## src/rtl/flash_arbiter.sv

```systemverilog
// Shares the QSPI flash ROM reader between the CPU ROM window and the sound sample fetcher.
// The CPU has priority, the sound port is protected by a starvation limit, and every transfer has a timeout.
module flash_arbiter #(
    parameter int ADDR_W     = 22,
    parameter int DATA_W     = 32,
    parameter int STARVE_MAX = 4,
    parameter int TMO_W      = 10
) (
    input  logic              clk,
    input  logic              rst,
    input  logic              cpu_stb,
    input  logic [ADDR_W-1:0] cpu_addr,
    output logic              cpu_ack,
    output logic              cpu_err,
    output logic [DATA_W-1:0] cpu_data,
    input  logic              snd_stb,
    input  logic [ADDR_W-1:0] snd_addr,
    output logic              snd_ack,
    output logic              snd_err,
    output logic [DATA_W-1:0] snd_data,
    output logic              rom_stb,
    output logic [ADDR_W-1:0] rom_addr,
    input  logic              rom_ack,
    input  logic [DATA_W-1:0] rom_data,
    output logic              grant_snd
);

    localparam int SW = (STARVE_MAX < 1) ? 1 : $clog2(STARVE_MAX + 1);
    localparam logic [SW-1:0] STARVE_LIM = SW'(STARVE_MAX);

    typedef enum logic [2:0] {
        S_IDLE   = 3'd0,
        S_GRANT  = 3'd1,
        S_DONE   = 3'd2,
        S_ABORT1 = 3'd3,
        S_ABORT2 = 3'd4
    } state_t;

    state_t            state_q, state_d;
    logic [SW-1:0]     starve_q, starve_d;
    logic [TMO_W-1:0]  tmo_q, tmo_d;
    logic [TMO_W-1:0]  tmo_inc;
    logic              rom_stb_q, rom_stb_d;
    logic [ADDR_W-1:0] rom_addr_q, rom_addr_d;
    logic              grant_snd_q, grant_snd_d;
    logic              cpu_ack_q, cpu_ack_d;
    logic              cpu_err_q, cpu_err_d;
    logic              snd_ack_q, snd_ack_d;
    logic              snd_err_q, snd_err_d;
    logic [DATA_W-1:0] cpu_data_q, cpu_data_d;
    logic [DATA_W-1:0] snd_data_q, snd_data_d;
    logic              starve_hit;
    logic              snd_wins;
    logic              tmo_expired;

    assign starve_hit  = (starve_q == STARVE_LIM);
    assign snd_wins    = snd_stb && (!cpu_stb || starve_hit);
    assign tmo_inc     = tmo_q + TMO_W'(1);
    // Expires on the (2**TMO_W-1)th GRANT cycle, i.e. when the counter would reach all-ones.
    assign tmo_expired = (tmo_inc == '1);

    always_ff @(posedge clk or negedge rst) begin
        if (!rst) begin
            state_q     <= S_IDLE;
            starve_q    <= '0;
            tmo_q       <= '0;
            rom_stb_q   <= 1'b0;
            rom_addr_q  <= '0;
            grant_snd_q <= 1'b0;
            cpu_ack_q   <= 1'b0;
            cpu_err_q   <= 1'b0;
            snd_ack_q   <= 1'b0;
            snd_err_q   <= 1'b0;
            cpu_data_q  <= '0;
            snd_data_q  <= '0;
        end else begin
            state_q     <= state_d;
            starve_q    <= starve_d;
            tmo_q       <= tmo_d;
            rom_stb_q   <= rom_stb_d;
            rom_addr_q  <= rom_addr_d;
            grant_snd_q <= grant_snd_d;
            cpu_ack_q   <= cpu_ack_d;
            cpu_err_q   <= cpu_err_d;
            snd_ack_q   <= snd_ack_d;
            snd_err_q   <= snd_err_d;
            cpu_data_q  <= cpu_data_d;
            snd_data_q  <= snd_data_d;
        end
    end

    always_comb begin
        state_d     = state_q;
        starve_d    = starve_q;
        tmo_d       = tmo_q;
        rom_stb_d   = rom_stb_q;
        rom_addr_d  = rom_addr_q;
        grant_snd_d = grant_snd_q;
        cpu_data_d  = cpu_data_q;
        snd_data_d  = snd_data_q;
        cpu_ack_d   = 1'b0;
        cpu_err_d   = 1'b0;
        snd_ack_d   = 1'b0;
        snd_err_d   = 1'b0;

        case (state_q)
            S_IDLE: begin
                if (snd_wins) begin
                    grant_snd_d = 1'b1;
                    starve_d    = '0;
                    rom_addr_d  = snd_addr;
                    rom_stb_d   = 1'b1;
                    tmo_d       = '0;
                    state_d     = S_GRANT;
                end else if (cpu_stb) begin
                    grant_snd_d = 1'b0;
                    // Count only CPU grants taken while the sound port is waiting.
                    if (!snd_stb) begin
                        starve_d = '0;
                    end else if (!starve_hit) begin
                        starve_d = starve_q + SW'(1);
                    end
                    rom_addr_d  = cpu_addr;
                    rom_stb_d   = 1'b1;
                    tmo_d       = '0;
                    state_d     = S_GRANT;
                end
            end

            S_GRANT: begin
                tmo_d = tmo_inc;
                if (rom_ack) begin
                    rom_stb_d   = 1'b0;
                    grant_snd_d = 1'b0;
                    state_d     = S_DONE;
                    if (grant_snd_q) begin
                        snd_data_d = rom_data;
                        snd_ack_d  = 1'b1;
                    end else begin
                        cpu_data_d = rom_data;
                        cpu_ack_d  = 1'b1;
                    end
                end else if (tmo_expired) begin
                    rom_stb_d   = 1'b0;
                    grant_snd_d = 1'b0;
                    state_d     = S_ABORT1;
                    if (grant_snd_q) begin
                        snd_err_d = 1'b1;
                    end else begin
                        cpu_err_d = 1'b1;
                    end
                end
            end

            S_DONE: begin
                state_d = S_IDLE;
            end

            // Two idle cycles so the reader is guaranteed to see its strobe drop.
            S_ABORT1: begin
                state_d = S_ABORT2;
            end

            S_ABORT2: begin
                state_d = S_IDLE;
            end

            default: begin
                state_d = S_IDLE;
            end
        endcase
    end

    assign rom_stb   = rom_stb_q;
    assign rom_addr  = rom_addr_q;
    assign grant_snd = grant_snd_q;
    assign cpu_ack   = cpu_ack_q;
    assign cpu_err   = cpu_err_q;
    assign cpu_data  = cpu_data_q;
    assign snd_ack   = snd_ack_q;
    assign snd_err   = snd_err_q;
    assign snd_data  = snd_data_q;

    a_one_completion: assert property (@(posedge clk) disable iff (!rst)
        $onehot0({cpu_ack_q, cpu_err_q, snd_ack_q, snd_err_q}));

    a_stb_in_grant: assert property (@(posedge clk) disable iff (!rst)
        rom_stb_q == (state_q == S_GRANT));

endmodule

```

## config.mk

```make
export PLATFORM = sky130hd
export DESIGN_NAME = flash_arbiter
export DESIGN_NICKNAME = d
export VERILOG_FILES = /design/src/rtl/flash_arbiter.sv
export SDC_FILE = /design/constraint.sdc
export NUM_CORES = 1
export LEC_CHECK = 0
export BUFFER_PORTS_ARGS = -buffer_cell sky130_fd_sc_hd__buf_2
export CORE_ASPECT_RATIO = 1.25
export CORE_UTILIZATION = 50
export CTS_CLUSTER_SIZE = 25
export DETAILED_ROUTE_END_ITERATION = 8
export PLACE_DENSITY = 0.8
export SLEW_MARGIN = 40
export SYNTH_ARGS = -nofsm -noshare
export SYNTH_HDL_FRONTEND = slang
export SYNTH_SLANG_ARGS = --single-unit
```

## constraint.sdc

```tcl
create_clock -name clk -period 1.9 [get_ports clk]
set_input_delay 0 -clock clk [delete_from_list [all_inputs] [get_ports clk]]
set_output_delay 0 -clock clk [all_outputs]
set_load 0.01 [all_outputs]
```

==> results.toml, run 1 <==
[setup_path]
slowest_stage = "dfrtp_1"
path_depth = 6
max_stage_delay_ns = 0.43
cp_num_buf_inv = 0
cp_top_family = "simple AND/OR/NAND/NOR gates"
worstPathMaxFanout = 6
cp-start-kind = "flop"
reg2reg_depth = 6
worstSetupPathType = "reg2reg"
path_cells = "ha_1, and3_1, xnor2_1, nor2_1, nand3_1, a31o_2"
r2r-start = "tmo_q[0]$_DFFE_PN0P_"
critPathLaunch = "tmo_q[0]$_DFFE_PN0P_"
worstSetupEndpointType = "flop"
required_ns = 2.13
reg2reg_to = "grant_snd$_DFFE_PN0P_"
crit_arrival_ns = 1.97
r2r_setup_slack_ns = 0.16
crit_end = "grant_snd$_DFFE_PN0P_"

[global_routing]
overflow = 0
grt_antenna_before_repair = 0
grt_usage = 0.253
grt_pass1_vias = 4039
grt_pass1_wl_um = 19200
grt_start_max_net_pins = 48

[floorplanning]
die_w_um = 89.4
initial_core_util = 0.518
pin_count = 173
core_um2 = 9220
die_h_um = 111
die_area_um2 = 9950
fp-row-count = 39

[pwr]
power-per-cell-area_nw_per_um2 = 1500
seqPwrFrac = 0.396
cellLeakagePower_nw = 3.55
p_clk_frac = 0.185
comb_power_share = 0.419
p_int_mw = 6.62
peakVddDrop_mv = 0.637
p_switching_mw = 3.60
p_sw_frac = 0.352

[clock_tree]
clock_latency_ns = 0.34
ctsResizeCount = 0
clkSinkCount = 108
postCtsSetupBuffers = 0
clock-root-buffer = "clkbuf_16"
cts_buffers = 9
clk_pin_slew_ns = 0.07
htree_num_levels = 3
cts_hold_buf = 74
cts_buffer_depth = 2
cts_tree = "built"

[place]
place_inst = 640
hpwl_um = 7560
gp_congestion = 0.790
numPortBuffers = 172

[timing]
hold_viol_final = 0
final.period_utilization = 0.917
relSlewSlack = 0.621
fmax_mhz = 574
fin_setup_tns_ns = 0
tightest_slew_ns = 0.569
rsz0062_at_grt = "no"
setup_viol = 0
report.final.slew_viol_count = 0
holdWs_ns = 0.00702
min_period_ns = 1.74
finClkSkew_ns = 0.00758

[finish]
fillCellCount = 537
antenna_cells = 0
area.growth.synth_to_final_pct = 43.0
drive_gt1_frac = 0.445
final_nets = 687
stdcell_count = 730

[synth]
synth_nets = 438
yosysUniqueCellTypes = 35
ys_top_cells_by_count = "108 x dfrtp_1, 58 x mux2_4, 40 x nand2_1"
post-synth-top-count-cell = "dfrtp_1"
yosys.area_share.adder = 0.0105
yosys.area.top_type = "dfrtp_1"
syn_avg_cell_area_um2 = 13.5
synth-compound-area-share = 0.0587
synth-edff-count = 0
yosys.area_share.simple = 0.0799
synthMuxAreaShare = 0.243
yosys.area.top_type_share = 0.566
synth_seq_area_share = 0.566
synth_top_family_by_area = "multiplexers"
netlist_instances = 353
synth_xor_area_frac = 0.00733
syn-cell-area_um2 = 4780
ys_seq_elements = 108
synthFlopType = "dfrtp_1"
synth_warnings = 0
async_flop_share = 1.00
synthTopCellsByArea = "dfrtp_1 57%, mux2_4 18%, mux2i_1 4.6%"

[routing]
vias = 3758
drc = 0
drtIter0Drc = 185
wl_per_cell_um = 16.8
ant_nets = 0
viasPerCell = 5.15
drt-total-wl_um = 12300
firstDrtPassIters = 4

[worst_hold_path]
hold_path_class = "in2reg"

[status]
status = "finished, final reports clean"

[job]
drv_cap = 0
-- state kept, by name, summed over array words and instances, names as in the netlist --
signal and flops:
starve_q 3, rom_addr 22, snd_err 1, cpu_ack 1, cpu_data 32, snd_ack 1, grant_snd 1, snd_data 32
state_q 3, rom_stb 1, tmo_q 10, cpu_err 1
-- cell usage in the layout, fill, tap and decap left out, drive strengths merged, types with 2 or more instances in the layout --
master       synthesis  final
nand2               41     41
and2                 2      2
mux2i               22     22
dfrtp              108    108
a31oi                3      3
clkbuf               9      9
o21ai               44     44
mux2                64     64
xor2                 3      3
inv                  5      8
nor2                13     13
buf                  9    182
dlygate4sd3          0     74
nand4                5      5
ha                   4      4
nand3                7      7
nand2b               2      2
and3                 4      4
clkinv               0      2
-- worst min path at each step --
stage | from | endpoint | slack [ns] | cells after the start
global route | snd_addr[21] | rom_addr[21]$_DFFE_PN0P_ | 0.03 | 3
finish | snd_addr[19] | rom_addr[19]$_DFFE_PN0P_ | 0.007 | 3
global placement | rst | snd_data[13]$_DFFE_PN0P_ | 0.02 | 1
detailed placement | rst | snd_data[13]$_DFFE_PN0P_ | 0.03 | 1
CTS | snd_addr[19] | rom_addr[19]$_DFFE_PN0P_ | 0.006 | 3
floorplan | rst | cpu_ack$_DFF_PN0_ | -0.30 | 0
-- layout make-up --
class,instances,area [um^2],area share
clock buffer,9,225,0.0330
clock inverter,7,81.3,0.0119
inverter,5,18.8,0.00275
multi-input combinational,222,1910,0.279
sequential,108,2700,0.396
tap,123,154,0.0225
timing repair buffer,256,1740,0.255
-- cell families after synthesis --
kind of cell / after synthesis
buffers and inverters: 23
AO/OA/AOI/OAI: 52
adder cells (fa/ha/maj): 4
multiplexers: 86
flip-flops: 108
AND/OR/NAND/NOR: 76
XOR/XNOR: 4
-- per-layer routing --
layer	vias up	global-route usage	routed length (um)
met5	-	0	0
met2	170	0.460	6450
met1	1819	0.270	4780
li1	1729	-	-
met3	40	0.0536	605
met4	0	0.121	461
-- worst min-delay path, stage by stage --
cell     delay [ns]
buf_2          0.07
mux2i_1        0.05
o21ai_0        0.18
-- power by group through the flow --
stage | Clock [mW] | Sequential (mW) | Combinational [mW]
2_1_floorplan | 0 | 4.38 | 2.20
3_3_place_gp | 0 | 3.96 | 3.94
3_5_place_dp | 0 | 4.04 | 4.09
4_1_cts | 1.94 | 4.01 | 4.26
5_1_grt | 2.01 | 4.15 | 4.68
6_report | 1.89 | 4.05 | 4.28
-- per-stage QoR --
step | util | setup slack (ns) | instance area [um^2] | power, mW
2_1_floorplan | - | 0.296 | 4780 | 6.58
3_3_place_gp | 0.627 | 0.218 | 5790 | 7.90
3_5_place_dp | 0.627 | 0.164 | 5790 | 8.13
4_1_cts | 0.741 | 0.158 | 6830 | 10.2
5_1_grt | 0.741 | 0.0157 | 6830 | 10.8
6_report | 0.741 | 0.157 | 6830 | 10.2
(Power assumes the default switching activity.)
==> inputs of run 2 (changes only) <==
--- a/config.mk
+++ b/config.mk
@@ -6,11 +6,13 @@
 export NUM_CORES = 1
 export LEC_CHECK = 0
 export BUFFER_PORTS_ARGS = -buffer_cell sky130_fd_sc_hd__buf_2
+export CELL_PAD_IN_SITES_DETAIL_PLACEMENT = 1
+export CELL_PAD_IN_SITES_GLOBAL_PLACEMENT = 2
 export CORE_ASPECT_RATIO = 1.25
-export CORE_UTILIZATION = 50
+export CORE_UTILIZATION = 32
 export CTS_CLUSTER_SIZE = 25
 export DETAILED_ROUTE_END_ITERATION = 8
-export PLACE_DENSITY = 0.8
+export PLACE_DENSITY_LB_ADDON = 0.1
 export SLEW_MARGIN = 40
 export SYNTH_ARGS = -nofsm -noshare
 export SYNTH_HDL_FRONTEND = slang
==> run 2 against run 1 <==
The run now ends with design-rule violations left. Clock power fell by 6%. Design area rose by 1.5%. Combinational power barely moved. Routed wire length rose by 4.1%. Sequential cell count did not move. Clock-buffer cell count did not move. Total power fell by 1.8%. Non-clock buffer count rose by 6. First-iteration DRC count fell by 3.2%. Sequential share of layout area fell by 0.58 points. Critical endpoint is now cpu_data[10]$_DFFE_PN0P_.
==> results.toml, run 2 (synthesized netlist as in run 1, its figures left out) <==
[setup_path]
path_cells = "nor2_2, and2_1, nand2_4, nor2_8, buf_12, mux2_2"
required_ns = 2.14
slowest_stage = "dfrtp_1"
cp-start-kind = "flop"
worstPathMaxFanout = 22
max_stage_delay_ns = 0.44
worstSetupEndpointType = "flop"
worstSetupPathType = "reg2reg"
crit_arrival_ns = 2.01

[global_routing]
grt_start_max_net_pins = 63
grt_antenna_before_repair = 0
grt_usage = 0.177
overflow = 0
grt_pass1_wl_um = 21400
grt_pass1_vias = 3979

[clock_tree]
clock_latency_ns = 0.36
ctsResizeCount = 0
htree_num_levels = 3
clock-root-buffer = "clkbuf_16"
cts_hold_buf = 80
cts_buffer_depth = 2
clkSinkCount = 108
clk_pin_slew_ns = 0.07
postCtsSetupBuffers = 0
cts_buffers = 9
cts_tree = "built"

[place]
hpwl_um = 8450
numPortBuffers = 172
place_inst = 695
gp_congestion = 0.698
pre_cts_slack_ns = 0.129
dpl-instance-area_um2 = 5860

[floorplanning]
core_um2 = 14500
die_w_um = 111
die_h_um = 139
fp-row-count = 49
die_area_um2 = 15400
initial_core_util = 0.330
pin_count = 173

[routing]
drtIter0Drc = 179
drt-total-wl_um = 12800
wl_per_cell_um = 16.2
viasPerCell = 4.64
firstDrtPassIters = 6
drc = 26
vias = 3663
ant_nets = 0

[pwr]
comb_power_share = 0.427
cellLeakagePower_nw = 3.56
seqPwrFrac = 0.396
p_clk_frac = 0.177
peakVddDrop_mv = 0.479
power-per-cell-area_nw_per_um2 = 1450
p_sw_frac = 0.354
p_switching_mw = 3.55
p_int_mw = 6.49

[timing]
tightest_slew_ns = 0.469
report.final.slew_viol_count = 0
rsz0062_at_grt = "no"
setup_viol = 0
final.period_utilization = 0.928
finClkSkew_ns = 0.00881
fin_ws_ns = 0.136
fin_setup_tns_ns = 0
hold_viol_final = 0
min_period_ns = 1.76
relSlewSlack = 0.687
fmax_mhz = 567

[job]
drv_cap = 0

[finish]
final_cell_area_um2 = 6930
drive_gt1_frac = 0.440
utilization = 0.479
final_cell_mix = "171 x buf_2, 108 x dfrtp_1, 80 x dlygate4sd3_1"
stdcell_count = 790
fillCellCount = 1580
area.growth.synth_to_final_pct = 45.2
final_common_cell = "buf_2"
final_nets = 693
antenna_cells = 0

[status]
failed_checks = "design-rule violations"
status = "finished with violations"

[worst_hold_path]
hold_path_class = "in2reg"
==> run 2: worst paths after layout <==
path	startpoint	to	slack, ns	cells past startpoint
max reg2reg	state_q[1]$_DFFE_PN0P_	cpu_data[10]$_DFFE_PN0P_	0.14	6
max in group asynchronous	rst	starve_q[2]$_DFFE_PN0P_	1.15	3
min reg2reg	rom_addr[17]$_DFFE_PN0P_	rom_addr[17]$_DFFE_PN0P_	0.47	2
max	state_q[1]$_DFFE_PN0P_	cpu_data[10]$_DFFE_PN0P_	0.14	6
min in group asynchronous	rst	snd_data[9]$_DFFE_PN0P_	0.03	2
min	cpu_stb	starve_q[2]$_DFFE_PN0P_	0.01	2
==> run 2: power groups by stage <==
stage | registers, mW | clock network [mW] | logic, mW
final | 3.98 | 1.78 | 4.29
after global routing | 4.12 | 1.92 | 4.69
after CTS | 3.98 | 1.85 | 4.35
after detailed placement | 4.01 | 0 | 4.20
after global placement | 3.97 | 0 | 4.13
after floorplan | 4.38 | 0 | 2.20
==> run 2: layout make-up <==
cell class	count	area, um^2	share of cell area
flip-flops and latches	108	2700	0.390
well taps	178	223	0.0321
inverters	5	18.8	0.00271
clock buffers	9	225	0.0325
repair buffers	262	1800	0.260
clock inverters	6	46.3	0.00668
multi-input cells	222	1920	0.276
==> run 2: routing by layer <==
metal | global-route usage | routed length [um] | share of wire | vias to the layer above
li1 | - | - | - | 1734
met1 | 0.210 | 5290 | 0.41 | 1810
met2 | 0.314 | 6660 | 0.52 | 105
met3 | 0.0385 | 617 | 0.048 | 14
met4 | 0.0669 | 231 | 0.018 | 0
met5 | 0 | 0 | 0 | -
==> run 2: worst max-delay path, delay by kind of cell, from the launching register on <==
| family | cells | cell delay (ns) |
|---|---|---|
| DFF | 1 | 0.44 |
| buffers and inverters | 1 | 0.21 |
| and+or+nand+nor | 4 | 0.65 |
| muxes | 1 | 0.35 |
==> run 2: through the flow <==
stage | power [mW] | hold slack [ns]
2_1_floorplan | 6.58 | -0.296
3_3_place_gp | 8.09 | -0.145
3_5_place_dp | 8.22 | -0.137
4_1_cts | 10.2 | 0.000316
5_1_grt | 10.7 | 0.0148
6_report | 10.0 | 0.0111
